## config.mk

```make
export PLATFORM = sky130hd
export DESIGN_NAME = out_sig_collector_flat
export DESIGN_NICKNAME = d
export VERILOG_FILES = /design/src/rtl/out_sig_pkg.sv /design/src/rtl/out_sig_collector_if.sv /design/src/rtl/sig_fold_tree.sv /design/src/rtl/out_sig_collector.sv /design/src/flat_wrapper.sv
export SDC_FILE = /design/constraint.sdc
export NUM_CORES = 1
export LEC_CHECK = 0
export CAP_MARGIN = 20
export CORE_ASPECT_RATIO = 2
export CORE_MARGIN = 2
export CORE_UTILIZATION = 44
export CTS_BUF_LIST = sky130_fd_sc_hd__clkbuf_2 sky130_fd_sc_hd__clkbuf_4 sky130_fd_sc_hd__clkbuf_8
export DETAILED_ROUTE_END_ITERATION = 16
export GPL_TIMING_DRIVEN = 0
export PLACE_DENSITY = 0.83
export SYNTH_ARGS = -nofsm -noshare
export SYNTH_HDL_FRONTEND = slang
export SYNTH_SLANG_ARGS = --single-unit
```

## constraint.sdc

```tcl
create_clock -name ap_clk -period 2.35 [get_ports ap_clk]
set_clock_uncertainty 0.05 [all_clocks]
set_input_delay 0.47 -clock ap_clk [delete_from_list [all_inputs] [get_ports ap_clk]]
set_output_delay 0.47 -clock ap_clk [all_outputs]
set_load 0.02 [all_outputs]
```

## src/rtl/out_sig_pkg.sv

```systemverilog
// Shared types, mode constants and the slice-XOR fold used by the output signature collector.
package out_sig_pkg;

  typedef enum logic [2:0] {
    ST_IDLE,
    ST_RUN,
    ST_FLUSH1,
    ST_FLUSH2,
    ST_EMIT
  } state_e;

  localparam logic MODE_FOLD = 1'b0;
  localparam logic MODE_SIG  = 1'b1;

  // Upper bounds for the generic fold; callers zero-extend into these widths.
  localparam int FOLD_MAX_DIN_W  = 256;
  localparam int FOLD_MAX_DOUT_W = 32;

  // XOR of the din_w/dout_w consecutive dout_w-bit slices of din.
  function automatic logic [FOLD_MAX_DOUT_W-1:0] fold_word(
    input logic [FOLD_MAX_DIN_W-1:0] din,
    input int                        din_w,
    input int                        dout_w
  );
    logic [FOLD_MAX_DIN_W-1:0]  rem;
    logic [FOLD_MAX_DOUT_W-1:0] mask;
    logic [FOLD_MAX_DOUT_W-1:0] res;
    rem  = din;
    res  = '0;
    mask = (FOLD_MAX_DOUT_W'(1) << dout_w) - FOLD_MAX_DOUT_W'(1);
    for (int s = 0; s < FOLD_MAX_DIN_W; s++) begin
      if (s * dout_w < din_w) begin
        res = res ^ (FOLD_MAX_DOUT_W'(rem) & mask);
        rem = rem >> dout_w;
      end
    end
    return res;
  endfunction

endpackage

```

## src/rtl/out_sig_collector_if.sv

```systemverilog
// Kernel-side observation signals and pin-level result bus of the output signature collector.
interface out_sig_collector_if #(
  parameter int NUM_CH = 2,
  parameter int DIN_W  = 32,
  parameter int DOUT_W = 4,
  parameter int CNT_W  = 16
);
  logic                     ap_start;
  logic                     ap_done;
  logic                     sig_mode;
  logic [NUM_CH*DIN_W-1:0]  ch_din;
  logic [NUM_CH-1:0]        ch_write;
  logic [DOUT_W-1:0]        data_out;
  logic                     data_valid;
  logic [CNT_W-1:0]         word_cnt;
  logic                     run_done;
  logic                     busy;

  modport master (
    output ap_start, ap_done, sig_mode, ch_din, ch_write,
    input  data_out, data_valid, word_cnt, run_done, busy
  );

  modport slave (
    input  ap_start, ap_done, sig_mode, ch_din, ch_write,
    output data_out, data_valid, word_cnt, run_done, busy
  );
endinterface

```

## src/rtl/sig_fold_tree.sv

```systemverilog
// Per-channel slice fold followed by an XOR across the channels that are writing.
// Latency: combinational.
// Backpressure: none; non-writing channels contribute zero.
module sig_fold_tree
  import out_sig_pkg::*;
#(
  parameter int NUM_CH = 2,
  parameter int DIN_W  = 32,
  parameter int DOUT_W = 4
) (
  input  logic [NUM_CH*DIN_W-1:0] ch_dat,
  input  logic [NUM_CH-1:0]       ch_vld,
  output logic [DOUT_W-1:0]       fold_dat
);

  logic [FOLD_MAX_DOUT_W-1:0] acc;

  always_comb begin
    acc = '0;
    for (int k = 0; k < NUM_CH; k++) begin
      if (ch_vld[k]) begin
        acc = acc ^ fold_word(FOLD_MAX_DIN_W'(ch_dat[k*DIN_W +: DIN_W]), DIN_W, DOUT_W);
      end
    end
  end

  assign fold_dat = DOUT_W'(acc);

endmodule

```

## src/rtl/out_sig_collector.sv

```systemverilog
// Compresses kernel output write streams onto a narrow result bus as per-word folds or a run signature.
// Latency: write to data_valid 2 cycles (fold mode); ap_done to run_done and signature emit 4 cycles.
// Backpressure: none; writes are always accepted while running and masked otherwise.
module out_sig_collector
  import out_sig_pkg::*;
#(
  parameter int NUM_CH = 2,
  parameter int DIN_W  = 32,
  parameter int DOUT_W = 4,
  parameter int CNT_W  = 16
) (
  input  logic               ap_clk,
  input  logic               ap_rst_n,
  out_sig_collector_if.slave bus
);

  state_e              state_q;
  state_e              state_d;
  logic                run_start;
  logic                mode_q;
  logic [NUM_CH-1:0]   acc_wr;
  logic [DOUT_W-1:0]   fold_dat;
  logic                s1_vld;
  logic [DOUT_W-1:0]   s1_dat;
  logic [DOUT_W-1:0]   sig_q;
  logic [CNT_W-1:0]    cnt_q;
  logic                dout_vld_q;
  logic [DOUT_W-1:0]   dout_q;
  logic                run_done_q;

  // The ap_done cycle itself is still RUN, so its coincident write is folded in.
  assign acc_wr = (state_q == ST_RUN) ? bus.ch_write : '0;

  sig_fold_tree #(
    .NUM_CH (NUM_CH),
    .DIN_W  (DIN_W),
    .DOUT_W (DOUT_W)
  ) u_fold (
    .ch_dat   (bus.ch_din),
    .ch_vld   (acc_wr),
    .fold_dat (fold_dat)
  );

  always_ff @(posedge ap_clk or negedge ap_rst_n) begin
    if (!ap_rst_n) begin
      state_q <= ST_IDLE;
    end else begin
      state_q <= state_d;
    end
  end

  always_comb begin
    state_d   = state_q;
    run_start = 1'b0;
    case (state_q)
      ST_IDLE: begin
        if (bus.ap_start) begin
          state_d   = ST_RUN;
          run_start = 1'b1;
        end
      end
      ST_RUN:    if (bus.ap_done) state_d = ST_FLUSH1;
      ST_FLUSH1: state_d = ST_FLUSH2;
      ST_FLUSH2: state_d = ST_EMIT;
      ST_EMIT:   state_d = ST_IDLE;
      default:   state_d = ST_IDLE;
    endcase
  end

  always_ff @(posedge ap_clk or negedge ap_rst_n) begin
    if (!ap_rst_n) begin
      s1_vld <= 1'b0;
      s1_dat <= '0;
    end else begin
      s1_vld <= |acc_wr;
      s1_dat <= fold_dat;
    end
  end

  // Run start and a valid stage-1 word never coincide: stage 1 is empty in IDLE.
  always_ff @(posedge ap_clk or negedge ap_rst_n) begin
    if (!ap_rst_n) begin
      mode_q <= MODE_FOLD;
      sig_q  <= '0;
      cnt_q  <= '0;
    end else if (run_start) begin
      mode_q <= bus.sig_mode;
      sig_q  <= '0;
      cnt_q  <= '0;
    end else if (s1_vld) begin
      sig_q <= {sig_q[DOUT_W-2:0], sig_q[DOUT_W-1]} ^ s1_dat;
      if (cnt_q != '1) begin
        cnt_q <= cnt_q + CNT_W'(1);
      end
    end
  end

  always_ff @(posedge ap_clk or negedge ap_rst_n) begin
    if (!ap_rst_n) begin
      dout_vld_q <= 1'b0;
      dout_q     <= '0;
      run_done_q <= 1'b0;
    end else begin
      run_done_q <= (state_q == ST_EMIT);
      if (mode_q == MODE_SIG) begin
        dout_vld_q <= (state_q == ST_EMIT);
        dout_q     <= (state_q == ST_EMIT) ? sig_q : '0;
      end else begin
        dout_vld_q <= s1_vld;
        dout_q     <= s1_vld ? s1_dat : '0;
      end
    end
  end

  assign bus.data_out   = dout_q;
  assign bus.data_valid = dout_vld_q;
  assign bus.word_cnt   = cnt_q;
  assign bus.run_done   = run_done_q;
  assign bus.busy       = (state_q != ST_IDLE);

endmodule

```

## src/flat_wrapper.sv

```systemverilog
// flat-port wrapper written by rule: the top's interface ports become plain ports
module out_sig_collector_flat import out_sig_pkg::*;
#(
  parameter int NUM_CH = 2,
  parameter int DIN_W  = 32,
  parameter int DOUT_W = 4,
  parameter int CNT_W  = 16
)
  (ap_clk, ap_rst_n, bus_ap_start, bus_ap_done, bus_sig_mode, bus_ch_din, bus_ch_write, bus_data_out, bus_data_valid, bus_word_cnt, bus_run_done, bus_busy);
  out_sig_collector_if #(.NUM_CH(NUM_CH), .DIN_W(DIN_W), .DOUT_W(DOUT_W), .CNT_W(CNT_W)) bus_i ();
  input  logic ap_clk;
  input  logic ap_rst_n;
  input wire logic [$bits(bus_i.ap_start)-1:0] bus_ap_start;
  input wire logic [$bits(bus_i.ap_done)-1:0] bus_ap_done;
  input wire logic [$bits(bus_i.sig_mode)-1:0] bus_sig_mode;
  input wire logic [$bits(bus_i.ch_din)-1:0] bus_ch_din;
  input wire logic [$bits(bus_i.ch_write)-1:0] bus_ch_write;
  output wire logic [$bits(bus_i.data_out)-1:0] bus_data_out;
  output wire logic [$bits(bus_i.data_valid)-1:0] bus_data_valid;
  output wire logic [$bits(bus_i.word_cnt)-1:0] bus_word_cnt;
  output wire logic [$bits(bus_i.run_done)-1:0] bus_run_done;
  output wire logic [$bits(bus_i.busy)-1:0] bus_busy;
  assign bus_i.ap_start = bus_ap_start;
  assign bus_i.ap_done = bus_ap_done;
  assign bus_i.sig_mode = bus_sig_mode;
  assign bus_i.ch_din = bus_ch_din;
  assign bus_i.ch_write = bus_ch_write;
  assign bus_data_out = bus_i.data_out;
  assign bus_data_valid = bus_i.data_valid;
  assign bus_word_cnt = bus_i.word_cnt;
  assign bus_run_done = bus_i.run_done;
  assign bus_busy = bus_i.busy;
  out_sig_collector #(.NUM_CH(NUM_CH), .DIN_W(DIN_W), .DOUT_W(DOUT_W), .CNT_W(CNT_W)) u_core (.ap_clk(ap_clk), .ap_rst_n(ap_rst_n), .bus(bus_i));
endmodule
```

==> run_results.csv <==
group,metric,value,unit
floorplan,die_h,103.3,µm
sta,hold-worst-slack,0.2007,ns
min_path,hold_class,"in -> async",
yosys,synth_cell_types,40,
worst_setup_path,endpoint_kind,"flip-flop",
yosys,synth_area_leaders,"dfrtp_1 (40%), xnor2_1 (23%), xor2_1 (6.5%)",
worst_setup_path,path_max_fanout,8,
floorplan,start_util,0.4496,
floorplan,core,4820,µm²
placement,dp_hpwl,4086,µm
floorplan,dieArea,5537,µm²
sta,finalSetupTns,0,ns
yosys,ys.flop_type,"dfrtp_1",
clock_network,cts_root_buffer,"clkbuf_8",
yosys,syn_nets,290,
yosys,yosysSeqAreaShare,0.4042,
clock_network,numCtsBuffers,5,
global_routing,grt_usage,0.2025,
outcome,outcome,"completed",
layout,drive_gt1_frac,0.06897,
clock_network,hold_buffers,0,
global_routing,grt_util_met2,0.3808,
worst_setup_path,arrival,2.13,ns
sta,maxSlewViolCount,0,
drt,drt_iter0_markers,15,
power,leakage,0.001314,µW
yosys,synth_area,2167,µm²
yosys,synthArstFlopShare,1.000,
floorplan,rows,36,
floorplan,die_width,53.63,µm
worst_setup_path,startpoint,"u_core.bus.word_cnt[0]",
global_routing,top_usage_layer,"met2",
global_routing,grt.overflow.total,0,
sta,fmax,497.2,MHz
drt,drcViolationCount,0,
global_routing,grt_pass1_vias,2009,
power,p_total,2319,µW
yosys,synth_top_area_frac,0.4042,
clock_network,clkLatencyLatePin,0.28,ns
worst_setup_path,worstSetupPathType,"reg -> reg",
worst_setup_path,crit_required,2.47,ns
power,powerDensity,708.9,nW/µm²
global_routing,antenna_found_initial,0,
global_routing,grt_util_met1,0.1840,
drt,wl_per_cell,13.06,µm
run,max_cap_violations,0,
placement,portBuffers,93,
clock_network,clk_path_buf_depth,2,
yosys,synth_top_area_cell,"dfrtp_1",
layout,postLayoutCellArea,3271,µm²
global_routing,grtUsageMet3,0.04885,
yosys,yosys_warnings,0,
sta,min_period_over_period,0.8558,
yosys,syn_area_per_cell,9.941,µm²
placement,gp_congestion,0.8090,
sta,rsz0062_at_grt,"false",
global_routing,grt_pass1_wl,8280,µm
drt,first_pass_iters,4,
clock_network,clk_pin_slew_worst_paths,0.07,ns
worst_setup_path,crit_path_start_kind,"flip-flop",
yosys,syn_inst,218,
drt,vias,1915,
sta,timing_hold_violations_final,0,
clock_network,cts.sinks,35,
layout,diodes,0,
yosys,synth_edf_count,0,
sta,period_minus_slack,2.011,ns
power,ir_drop,0.5848,mV
drt,wirelength,4910,µm
layout,areaGrowthSynthToFinish,50.92,%
global_routing,grt_max_degree,36,
clock_network,h-tree-depth,2,
sta,worst_slew_pin_slew,0.8129,ns
worst_setup_path,reg2reg_from,"u_core.bus.word_cnt[0]",
clock_network,cts_tree,"built",
floorplan,ioPinCount,94,
drt,routed_via_density,5.093,
placement,post_dp_cell_area,3164,µm²
sta,slew_headroom,0.4569,
layout,nets,390,
sta,finalSetupViolations,0,
drt,antenna_left,0,
layout,utilization,0.6786,
yosys,synth_seq_cells,35,
-- synthesized netlist by cell type, drive strengths merged (2+ instances only) --
master	number
buf	5
dfrtp	35
o21ai	4
or3	2
xnor2	58
nand2	21
nand4	3
mux2i	2
mux2	2
nor3	6
a211oi	4
clkbuf	2
nand3	5
and3	5
nor2	24
or2	2
nor4	2
nor3b	2
o211ai	3
a21oi	3
xor2	16
-- through the flow --
step | std cells | worst slack [ns]
global placement | 368 | 0.03599
global route | 376 | 0.2128
finish | 376 | 0.3388
detailed placement | 368 | 0.3207
CTS | 376 | 0.01213
floorplan | 218 | 0.4966
-- power by group --
group	internal, µW	switching (µW)	leakage (µW)
Combinational	493	457	0.000790
Sequential	749	136	0.000470
Clock	279	204	0.0000549
-- worst max-delay path, cell delays in order, from the launching register on --
cell,delay (ns)
dfrtp_1,0.42
ha_1,0.21
nand3_1,0.20
nor4b_4,0.55
or2b_1,0.22
mux2i_1,0.19
nor2_1,0.05
-- layout by cell type, fill, tap and decap left out, types with 2 or more instances in the layout --
| cell | count |
|---|---|
| dfrtp_1 | 35 |
| nand3_1 | 5 |
| nor3b_1 | 2 |
| xor2_1 | 16 |
| buf_2 | 4 |
| nor2_1 | 24 |
| nand2_1 | 21 |
| nand4_1 | 2 |
| clkdlybuf4s50_1 | 91 |
| clkbuf_8 | 7 |
| nor3_1 | 6 |
| o211ai_1 | 3 |
| xnor2_1 | 58 |
| o21ai_0 | 4 |
| a211oi_1 | 4 |
| mux2i_1 | 2 |
| a21oi_1 | 3 |
| mux2_2 | 2 |
| clkbuf_1 | 2 |
| and3_1 | 4 |
-- cell type report --
| class | instances | area, µm² |
|---|---|---|
| fillers | 378 | 1549 |
| multi-input cells | 175 | 1250 |
| repair buffers | 93 | 928.4 |
| flip-flops and latches | 35 | 875.8 |
| clock buffers | 8 | 103.9 |
| well taps | 57 | 71.32 |
| plain buffers | 7 | 37.54 |
| inverters | 1 | 3.754 |
-- cell families (layout without fill, tap and decap cells) --
kind of cell | count (synthesis) | count (layout) | synth area share
mux | 4 | 4 | 0.01963
fa+ha+maj | 1 | 1 | 0.005773
compound gates | 20 | 20 | 0.06524
xor+xnor | 74 | 74 | 0.2991
flops | 35 | 35 | 0.4042
buf+inv | 8 | 109 | 0.01905
simple gates | 76 | 76 | 0.1871
-- registers in the layout, summed over array words and instances, names as in the netlist --
| register | cells |
|---|---|
| u_core.mode_q | 1 |
| u_core.bus.run_done | 1 |
| u_core.sig_q | 4 |
| u_core.bus.data_out | 4 |
| u_core.s1_vld | 1 |
| u_core.bus.data_valid | 1 |
| u_core.state_q | 3 |
| u_core.s1_dat | 4 |
| u_core.bus.word_cnt | 16 |
-- metal layers --
metal,part of all wire,up-vias,wire length (µm)
met4,0.047,0,232
li1,-,922,-
met2,0.57,96,2813
met1,0.31,879,1546
met5,0,-,0
met3,0.065,18,318
-- worst paths after layout --
check,slack (ns),cells after the start,to
worst max-delay path,0.34,6,u_core.bus.word_cnt[1]
worst min-delay path,0.20,1,u_core.bus.data_out[1]
worst max register to register,0.34,6,u_core.bus.word_cnt[1]
worst min register to register,0.47,1,u_core.state_q[1]
max in group asynchronous,1.56,1,u_core.state_q[1]
min in group ap_clk,0.47,1,u_core.state_q[1]
-- what timing repair did --
item / CTS / global route
gates resized for setup: 0 / 1
endpoints found under the setup margin: 0 / 1
buffers inserted: 0 / 0
Power figures use the tool's default switching activity.
